$ cat src/rtl/alu_exec_pipe_if.sv
// Decoded-op IDs and the RS/CDB handshake bundle for alu_exec_pipe.
// The ID values mirror the decoder's Inst* enumeration.
package alu_exec_pkg;
  localparam int Instlui    = 1;
  localparam int Instauipc  = 2;
  localparam int Instjal    = 3;
  localparam int Instjalr   = 4;
  localparam int Instbeq    = 5;
  localparam int Instbne    = 6;
  localparam int Instblt    = 7;
  localparam int Instbge    = 8;
  localparam int Instbltu   = 9;
  localparam int Instbgeu   = 10;
  localparam int Instaddi   = 11;
  localparam int Instslti   = 12;
  localparam int Instsltiu  = 13;
  localparam int Instxori   = 14;
  localparam int Instori    = 15;
  localparam int Instandi   = 16;
  localparam int Instslli   = 17;
  localparam int Instsrli   = 18;
  localparam int Instsrai   = 19;
  localparam int Instadd    = 20;
  localparam int Instsub    = 21;
  localparam int Instsll    = 22;
  localparam int Instslt    = 23;
  localparam int Instsltu   = 24;
  localparam int Instxor    = 25;
  localparam int Instsrl    = 26;
  localparam int Instsra    = 27;
  localparam int Instor     = 28;
  localparam int Instand    = 29;
  localparam int Instmul    = 30;
  localparam int Instmulh   = 31;
  localparam int Instmulhsu = 32;
  localparam int Instmulhu  = 33;
endpackage

interface alu_exec_if #(
  parameter int XLEN  = 32,
  parameter int TAG_W = 4,
  parameter int OP_W  = 6
);
  logic             in_valid;
  logic             in_ready;
  logic [OP_W-1:0]  in_op;
  logic [XLEN-1:0]  in_npc;
  logic [XLEN-1:0]  in_rs1;
  logic [XLEN-1:0]  in_rs2;
  logic [XLEN-1:0]  in_imm;
  logic [TAG_W-1:0] in_tag;
  logic             out_valid;
  logic             out_ready;
  logic [TAG_W-1:0] out_tag;
  logic [XLEN-1:0]  out_result;
  logic [XLEN-1:0]  out_npc;
  logic             out_jump;

  modport slave (
    input  in_valid, in_op, in_npc,
    input  in_rs1, in_rs2, in_imm,
    input  in_tag, out_ready,
    output in_ready, out_valid,
    output out_tag, out_result,
    output out_npc, out_jump
  );

  modport master (
    output in_valid, in_op, in_npc,
    output in_rs1, in_rs2, in_imm,
    output in_tag, out_ready,
    input  in_ready, out_valid,
    input  out_tag, out_result,
    input  out_npc, out_jump
  );
endinterface

$ cat src/rtl/alu_exec_pipe.sv
// Registered ALU between RS and CDB with valid/ready, flush and redirect.
// Define ALU_MUL_EN to add the iterative RV32M multiplier.
module alu_exec_pipe
  import alu_exec_pkg::*;
#(
  parameter int XLEN  = 32,
  parameter int TAG_W = 4,
  parameter int OP_W  = 6
) (
  input  logic clk_in,
  input  logic rst_in,
  input  logic rdy_in,
  input  logic flush,
  alu_exec_if.slave bus
);
  localparam int SH_W = $clog2(XLEN);

  typedef enum logic [1:0] {
    IDLE,
    MUL,
    DONE
  } state_e;

  state_e           state_q, state_d;
  logic             vld_q, vld_d;
  logic [TAG_W-1:0] tag_q, tag_d;
  logic [XLEN-1:0]  res_q, res_d;
  logic [XLEN-1:0]  npc_q, npc_d;
  logic             jmp_q, jmp_d;

  logic [XLEN-1:0]  a, b, imm;
  logic [XLEN-1:0]  pc, tgt, jsum;
  logic [XLEN-1:0]  res, nxt;
  logic [SH_W-1:0]  shi, shr;
  logic             is_mul, jmp;
  logic             xfer, accept;

  assign a    = bus.in_rs1;
  assign b    = bus.in_rs2;
  assign imm  = bus.in_imm;
  assign pc   = bus.in_npc - XLEN'(4);
  assign tgt  = pc + imm;
  assign jsum = a + imm;
  assign shi  = imm[SH_W-1:0];
  assign shr  = b[SH_W-1:0];

  always_comb begin
    res    = '0;
    nxt    = bus.in_npc;
    is_mul = 1'b0;
    unique case (bus.in_op)
      OP_W'(Instlui):   res = imm;
      OP_W'(Instauipc): res = tgt;
      OP_W'(Instjal): begin
        res = bus.in_npc;
        nxt = tgt;
      end
      OP_W'(Instjalr): begin
        res = bus.in_npc;
        nxt = {jsum[XLEN-1:1], 1'b0};
      end
      OP_W'(Instbeq):
        if (a == b) nxt = tgt;
      OP_W'(Instbne):
        if (a != b) nxt = tgt;
      OP_W'(Instblt):
        if ($signed(a) < $signed(b)) nxt = tgt;
      OP_W'(Instbge):
        if ($signed(a) >= $signed(b)) nxt = tgt;
      OP_W'(Instbltu):
        if (a < b) nxt = tgt;
      OP_W'(Instbgeu):
        if (a >= b) nxt = tgt;
      OP_W'(Instaddi): res = a + imm;
      OP_W'(Instslti):
        res = XLEN'($signed(a) < $signed(imm));
      OP_W'(Instsltiu): res = XLEN'(a < imm);
      OP_W'(Instxori):  res = a ^ imm;
      OP_W'(Instori):   res = a | imm;
      OP_W'(Instandi):  res = a & imm;
      OP_W'(Instslli):  res = a << shi;
      OP_W'(Instsrli):  res = a >> shi;
      OP_W'(Instsrai):
        res = XLEN'($signed(a) >>> shi);
      OP_W'(Instadd):   res = a + b;
      OP_W'(Instsub):   res = a - b;
      OP_W'(Instsll):   res = a << shr;
      OP_W'(Instslt):
        res = XLEN'($signed(a) < $signed(b));
      OP_W'(Instsltu):  res = XLEN'(a < b);
      OP_W'(Instxor):   res = a ^ b;
      OP_W'(Instsrl):   res = a >> shr;
      OP_W'(Instsra):
        res = XLEN'($signed(a) >>> shr);
      OP_W'(Instor):    res = a | b;
      OP_W'(Instand):   res = a & b;
`ifdef ALU_MUL_EN
      OP_W'(Instmul),
      OP_W'(Instmulh),
      OP_W'(Instmulhsu),
      OP_W'(Instmulhu): is_mul = 1'b1;
`endif
      default: ;
    endcase
  end

  assign jmp = (nxt != bus.in_npc);

  assign bus.in_ready = rdy_in & ~flush
                      & (state_q == IDLE)
                      & (~vld_q | bus.out_ready);

  assign xfer   = vld_q & bus.out_ready;
  assign accept = bus.in_valid & bus.in_ready;

`ifdef ALU_MUL_EN
  logic [2*XLEN-1:0] mc_q, mc_d;
  logic [2*XLEN-1:0] acc_q, acc_d;
  logic [2*XLEN-1:0] add;
  logic [XLEN-1:0]   mp_q, mp_d;
  logic [SH_W:0]     cnt_q, cnt_d;
  logic              sb_q, sb_d;
  logic              hi_q, hi_d;
  logic              sa;

  assign sa  = (bus.in_op == OP_W'(Instmulh))
             | (bus.in_op == OP_W'(Instmulhsu));
  assign add = mp_q[0] ? mc_q : '0;
`endif

  always_comb begin
    state_d = state_q;
    vld_d   = vld_q;
    tag_d   = tag_q;
    res_d   = res_q;
    npc_d   = npc_q;
    jmp_d   = jmp_q;
`ifdef ALU_MUL_EN
    mc_d  = mc_q;
    acc_d = acc_q;
    mp_d  = mp_q;
    cnt_d = cnt_q;
    sb_d  = sb_q;
    hi_d  = hi_q;
`endif
    if (xfer) vld_d = 1'b0;
    if (accept) begin
      tag_d = bus.in_tag;
      npc_d = nxt;
      jmp_d = jmp;
      if (!is_mul) begin
        vld_d = 1'b1;
        res_d = res;
      end
    end
`ifdef ALU_MUL_EN
    if (accept && is_mul) begin
      state_d = MUL;
      mc_d  = {{XLEN{sa & a[XLEN-1]}}, a};
      mp_d  = b;
      acc_d = '0;
      cnt_d = '0;
      sb_d  = (bus.in_op == OP_W'(Instmulh));
      hi_d  = (bus.in_op != OP_W'(Instmul));
    end
    unique case (state_q)
      MUL: begin
        if (cnt_q == (SH_W+1)'(XLEN)) begin
          res_d   = hi_q ? acc_q[2*XLEN-1:XLEN]
                         : acc_q[XLEN-1:0];
          vld_d   = 1'b1;
          state_d = DONE;
        end else begin
          // signed multiplier: top bit carries weight -2^(XLEN-1)
          if (sb_q && cnt_q == (SH_W+1)'(XLEN-1))
            acc_d = acc_q - add;
          else
            acc_d = acc_q + add;
          mc_d  = mc_q << 1;
          mp_d  = mp_q >> 1;
          cnt_d = cnt_q + 1'b1;
        end
      end
      DONE:
        if (xfer) state_d = IDLE;
      default: ;
    endcase
`endif
    if (flush) begin
      vld_d   = 1'b0;
      state_d = IDLE;
    end
  end

  always_ff @(posedge clk_in) begin
    if (rst_in) begin
      state_q <= IDLE;
      vld_q   <= 1'b0;
      tag_q   <= '0;
      res_q   <= '0;
      npc_q   <= '0;
      jmp_q   <= 1'b0;
    end else if (rdy_in) begin
      state_q <= state_d;
      vld_q   <= vld_d;
      tag_q   <= tag_d;
      res_q   <= res_d;
      npc_q   <= npc_d;
      jmp_q   <= jmp_d;
    end
  end

`ifdef ALU_MUL_EN
  always_ff @(posedge clk_in) begin
    if (rst_in) begin
      mc_q  <= '0;
      acc_q <= '0;
      mp_q  <= '0;
      cnt_q <= '0;
      sb_q  <= 1'b0;
      hi_q  <= 1'b0;
    end else if (rdy_in) begin
      mc_q  <= mc_d;
      acc_q <= acc_d;
      mp_q  <= mp_d;
      cnt_q <= cnt_d;
      sb_q  <= sb_d;
      hi_q  <= hi_d;
    end
  end
`endif

  assign bus.out_valid  = vld_q;
  assign bus.out_tag    = tag_q;
  assign bus.out_result = res_q;
  assign bus.out_npc    = npc_q;
  assign bus.out_jump   = jmp_q;
endmodule

$ cat src/flat_wrapper.sv
// flat-port wrapper written by rule: the top's interface ports become plain ports
module alu_exec_pipe_flat import alu_exec_pkg::*;
#(
  parameter int XLEN  = 32,
  parameter int TAG_W = 4,
  parameter int OP_W  = 6
)
  (clk_in, rst_in, rdy_in, flush, bus_in_valid, bus_in_op, bus_in_npc, bus_in_rs1, bus_in_rs2, bus_in_imm, bus_in_tag, bus_out_ready, bus_in_ready, bus_out_valid, bus_out_tag, bus_out_result, bus_out_npc, bus_out_jump);
  alu_exec_if #(.XLEN(XLEN), .TAG_W(TAG_W), .OP_W(OP_W)) bus_i ();
  input  logic clk_in;
  input  logic rst_in;
  input  logic rdy_in;
  input  logic flush;
  input wire logic [$bits(bus_i.in_valid)-1:0] bus_in_valid;
  input wire logic [$bits(bus_i.in_op)-1:0] bus_in_op;
  input wire logic [$bits(bus_i.in_npc)-1:0] bus_in_npc;
  input wire logic [$bits(bus_i.in_rs1)-1:0] bus_in_rs1;
  input wire logic [$bits(bus_i.in_rs2)-1:0] bus_in_rs2;
  input wire logic [$bits(bus_i.in_imm)-1:0] bus_in_imm;
  input wire logic [$bits(bus_i.in_tag)-1:0] bus_in_tag;
  input wire logic [$bits(bus_i.out_ready)-1:0] bus_out_ready;
  output wire logic [$bits(bus_i.in_ready)-1:0] bus_in_ready;
  output wire logic [$bits(bus_i.out_valid)-1:0] bus_out_valid;
  output wire logic [$bits(bus_i.out_tag)-1:0] bus_out_tag;
  output wire logic [$bits(bus_i.out_result)-1:0] bus_out_result;
  output wire logic [$bits(bus_i.out_npc)-1:0] bus_out_npc;
  output wire logic [$bits(bus_i.out_jump)-1:0] bus_out_jump;
  assign bus_i.in_valid = bus_in_valid;
  assign bus_i.in_op = bus_in_op;
  assign bus_i.in_npc = bus_in_npc;
  assign bus_i.in_rs1 = bus_in_rs1;
  assign bus_i.in_rs2 = bus_in_rs2;
  assign bus_i.in_imm = bus_in_imm;
  assign bus_i.in_tag = bus_in_tag;
  assign bus_i.out_ready = bus_out_ready;
  assign bus_in_ready = bus_i.in_ready;
  assign bus_out_valid = bus_i.out_valid;
  assign bus_out_tag = bus_i.out_tag;
  assign bus_out_result = bus_i.out_result;
  assign bus_out_npc = bus_i.out_npc;
  assign bus_out_jump = bus_i.out_jump;
  alu_exec_pipe #(.XLEN(XLEN), .TAG_W(TAG_W), .OP_W(OP_W)) u_core (.clk_in(clk_in), .rst_in(rst_in), .rdy_in(rdy_in), .flush(flush), .bus(bus_i));
endmodule
$ cat config.mk
export PLATFORM = sky130hd
export DESIGN_NAME = alu_exec_pipe_flat
export DESIGN_NICKNAME = d
export VERILOG_FILES = /design/src/rtl/alu_exec_pipe_if.sv /design/src/rtl/alu_exec_pipe.sv /design/src/flat_wrapper.sv
export SDC_FILE = /design/constraint.sdc
export NUM_CORES = 1
export LEC_CHECK = 0
export BUFFER_PORTS_ARGS = -buffer_cell sky130_fd_sc_hd__buf_4
export CAP_MARGIN = 20
export CELL_PAD_IN_SITES_DETAIL_PLACEMENT = 1
export CELL_PAD_IN_SITES_GLOBAL_PLACEMENT = 1
export CORE_MARGIN = 10
export CORE_UTILIZATION = 35
export CTS_CLUSTER_DIAMETER = 100
export DETAILED_ROUTE_END_ITERATION = 7
export GPL_TIMING_DRIVEN = 0
export PLACE_DENSITY_LB_ADDON = 0.2
export SLEW_MARGIN = 20
export SYNTH_ARGS = -nofsm -noshare
export SYNTH_HDL_FRONTEND = slang
export SYNTH_SLANG_ARGS = --single-unit
export TNS_END_PERCENT = 5
$ cat constraint.sdc
create_clock -name clk_in -period 4.12 [get_ports clk_in]
set_clock_uncertainty 0.05 [all_clocks]
set_input_delay 0 -clock clk_in [delete_from_list [all_inputs] [get_ports clk_in]]
set_output_delay 0 -clock clk_in [all_outputs]
set_load 0.005 [all_outputs]
==> reports/results.ini <==
[sta]
tightest_slew_ps = 1285
setup_slack_ps = -152.7
hold_viol_final = 0
final_max_slew_viol_count = 0
fmax_mhz = 234.0
timing.hold.ws_ps = 11.20
fin_crit_sh = 1.037
rsz0062_at_grt = true
period_minus_slack_ps = 4273
finalSetupViolations = 8
slew_headroom = 0.1431

[floorplan]
row_count = 88
die_y_um = 261.5
die_w_um = 261.5
core-area_um2 = 57700
io-pin-count = 215
initial_core_util = 0.3537
dieArea_um2 = 68360

[cells_and_area]
final_nets = 3569
syn2layout_area_growth_pct = 22.17
fin_cells = 4006
drive_above_1_share = 0.1763
fill_cells = 7301

[worst_setup_path]
timing.rr.start = u_core.bus.out_valid
criticalPathCategory = in -> reg
crit_end = u_core.bus.out_result[5]
critPathMaxFanout = 10
slowest_delay_ps = 790
crit_cells = 12
ff2ff_path_depth = 8
crit_path_start_kind = primary input
crit_slowest_cell = o21ai_0
path_cells = buf_4 > clkbuf_1 > nand2b_1 > nor3_1 > o21ai_0 > clkbuf_1 > clkbuf_2 > o22ai_1 > a2111oi_2 > o21ai_0 > a21oi_1 > a311oi_1
worst-path-buf-inv = 4
startpoint = bus_in_op[1]
cp-end-kind = register
worstPathRequired_ps = 4350
reg2reg_slack_ps = 70
cp_top_family = compound AO/OA/AOI/OAI gates
arrival_ps = 4500
r2r_end = u_core.bus.out_npc[0]

[route]
wl_met2_um = 58990
wl_um = 151900
num_vias = 28326
dr_wl_met3_um = 20700
antenna_left = 0
dr.max_layer_used = met5
drc = 6
viasPerCell = 7.071
drt_iter0_drc = 4105
wire_per_inst_um = 37.92
drt-pass1-iter-count = 8
wl_met1_um = 60870

[synthesis]
ys_ff_latch = 70
syn_inst = 2934
syn_nets = 3269
async_flop_share = 0
synth_flop_cell = dfxtp_1
synth-warning-count = 0
avgSynthCellArea_um2 = 6.955
synthDistinctLibCells = 110
synth_edf_count = 0
synth_area_um2 = 20410
yosysSeqAreaShare = 0.06867

[clock_network]
clkTransAtPathRegs_ps = 90
clock_latency_ps = 400
htreeDepth = 3
numClockSinks = 70
root_buffer = clkbuf_16
clockBufferDepth = 2
cts_tree = done
cts_buffers = 9

[power_and_ir_drop]
finalPower_mw = 5.724
p_per_area_nw_per_um2 = 229.6
ir_drop_uv = 216.3
p_leak_nw = 10.72

[status]
outcome = complete, but fails checks
violations = DRC, setup timing

[place]
io_buffer_count = 214
place_ws_ps = -2009
hpwl_um = 121000
gp_congestion = 1.106
dp_cells = 3919

[grt]
antenna_found_initial = 9
grt_start_max_net_pins = 15
grt_first_pass_wirelength_um = 207600
grt_pass1_vias = 27328
grt_usage = 0.4248
grt_remaining_overflow = 0

[flow_run]
drv_cap = 0

[min_path]
hp-class = in -> reg

[synthesized netlist by cell type (21+ instances only)]
master / n / area (µm²)
nor2_1: 291 / 1092
a21oi_1: 282 / 1411
nand2_1: 281 / 1055
inv_1: 226 / 848.3
ha_1: 187 / 2340
mux2i_1: 182 / 1822
o21ai_0: 148 / 740.7
clkbuf_1: 139 / 521.8
nor3_1: 87 / 435.4
dfxtp_1: 70 / 1401
nand3_1: 63 / 315.3
a211oi_1: 61 / 457.9
xnor2_1: 53 / 464.2
a221oi_1: 47 / 411.6
a21o_1: 41 / 307.8
mux4_2: 39 / 878.3
buf_2: 33 / 165.2
nor2b_1: 32 / 200.2
xor2_1: 32 / 280.3
a221o_1: 31 / 310.3
nand2b_1: 30 / 187.7
o211ai_1: 29 / 217.7
o22ai_1: 29 / 181.4
a311oi_1: 24 / 210.2
o21bai_1: 24 / 180.2
a31oi_1: 22 / 137.6
o21ai_1: 21 / 105.1
o221ai_1: 21 / 183.9
[where the power goes]
part           total (mW)  leakage (nW)  switching (mW)  internal (mW)
Combinational        3.96          9.99            2.66           1.30
Clock                1.04         0.158           0.495          0.541
Sequential          0.728         0.571          0.0212          0.707
[flip-flops by register name, summed over array words and instances, names as in the netlist]
| register | count |
|---|---|
| u_core.bus.out_result | 32 |
| u_core.bus.out_tag | 4 |
| u_core.bus.out_jump | 1 |
| u_core.bus.out_npc | 32 |
| u_core.bus.out_valid | 1 |
[layer usage]
layer,vias to the layer above,GRT usage
met4,8,0.2771
met2,2218,0.5802
li1,11515,-
met1,14091,0.5504
met5,-,0.01423
met3,494,0.1526
[layout make-up]
cell class	instances	area, µm²	share of cell area
multi-input combinational	2434	18140	0.7275
timing repair buffer	290	2305	0.09245
sequential	70	1401	0.05621
tap	765	957.2	0.03840
buffer	203	938.4	0.03764
inverter	226	855.8	0.03433
clock buffer	9	225.2	0.009034
clock inverter	7	105.1	0.004216
antenna	2	5.005	0.0002008
[worst min path at each step]
stage / slack, ps / start / cells past startpoint / endpoint
6_report: 10 / bus_in_npc[22] / 3 / u_core.bus.out_npc[22]
5_1_grt: 20 / bus_in_npc[22] / 3 / u_core.bus.out_npc[22]
4_1_cts: 5 / bus_in_npc[12] / 3 / u_core.bus.out_npc[12]
3_5_place_dp: 220 / bus_in_tag[2] / 3 / u_core.bus.out_tag[2]
3_3_place_gp: 200 / bus_in_tag[0] / 3 / u_core.bus.out_tag[0]
2_1_floorplan: 90 / bus_in_tag[0] / 2 / u_core.bus.out_tag[0]
[cell usage in the layout, fill, tap and decap left out, types with 29 or more instances in the layout]
master    count
a211oi_1     51
a21o_1       41
a21oi_1     268
a221o_1      31
a221oi_1     45
buf_4       272
clkbuf_1    119
dfxtp_1      70
ha_1        185
inv_1       223
mux2i_1     173
mux4_2       39
nand2_1     279
nand2b_1     30
nand3_1      62
nor2_1      288
nor2b_1      30
nor3_1       80
o211ai_1     29
o21ai_0     140
o22ai_1      29
xnor2_1      46
[stage by stage]
stage / utilization / instance area [µm²] / setup TNS [ps]
2_1_floorplan: - / 20410 / 0
3_3_place_gp: 0.3981 / 22970 / -49180
3_5_place_dp: 0.3999 / 23070 / -43590
4_1_cts: 0.4212 / 24300 / -79.29
5_1_grt: 0.4320 / 24930 / -341.0
6_report: 0.4321 / 24930 / -408.3
[worst register-to-register path: cells and delay by family, from the launching register on]
| kind | cells | cell delay, ps |
|---|---|---|
| AO/OA/AOI/OAI | 1 | 240 |
| buffers and inverters | 3 | 2390 |
| flip-flops | 1 | 380 |
| AND/OR/NAND/NOR | 4 | 880 |
[logic make-up (layout without fill, tap and decap cells)]
logic type      count (synthesis)  count (layout)  synth area share
buf+inv                       430             735           0.08529
compound gates                995             995            0.3356
fa+ha+maj                     191             191            0.1186
flops                          70              70           0.06867
mux                           238             238            0.1435
other cells                     0               2                 0
simple gates                  925             925            0.2119
xor+xnor                       85              85           0.03648
[what timing repair did]
action / CTS / global route
hold endpoints to repair: 26 / 0
gates resized for setup: 90 / 94
endpoints found under the setup margin: 55 / 30
hold buffers: 27 / 0
pin swaps: 16 / 23
buffers inserted: 23 / 19
(Power assumes the default switching activity.)
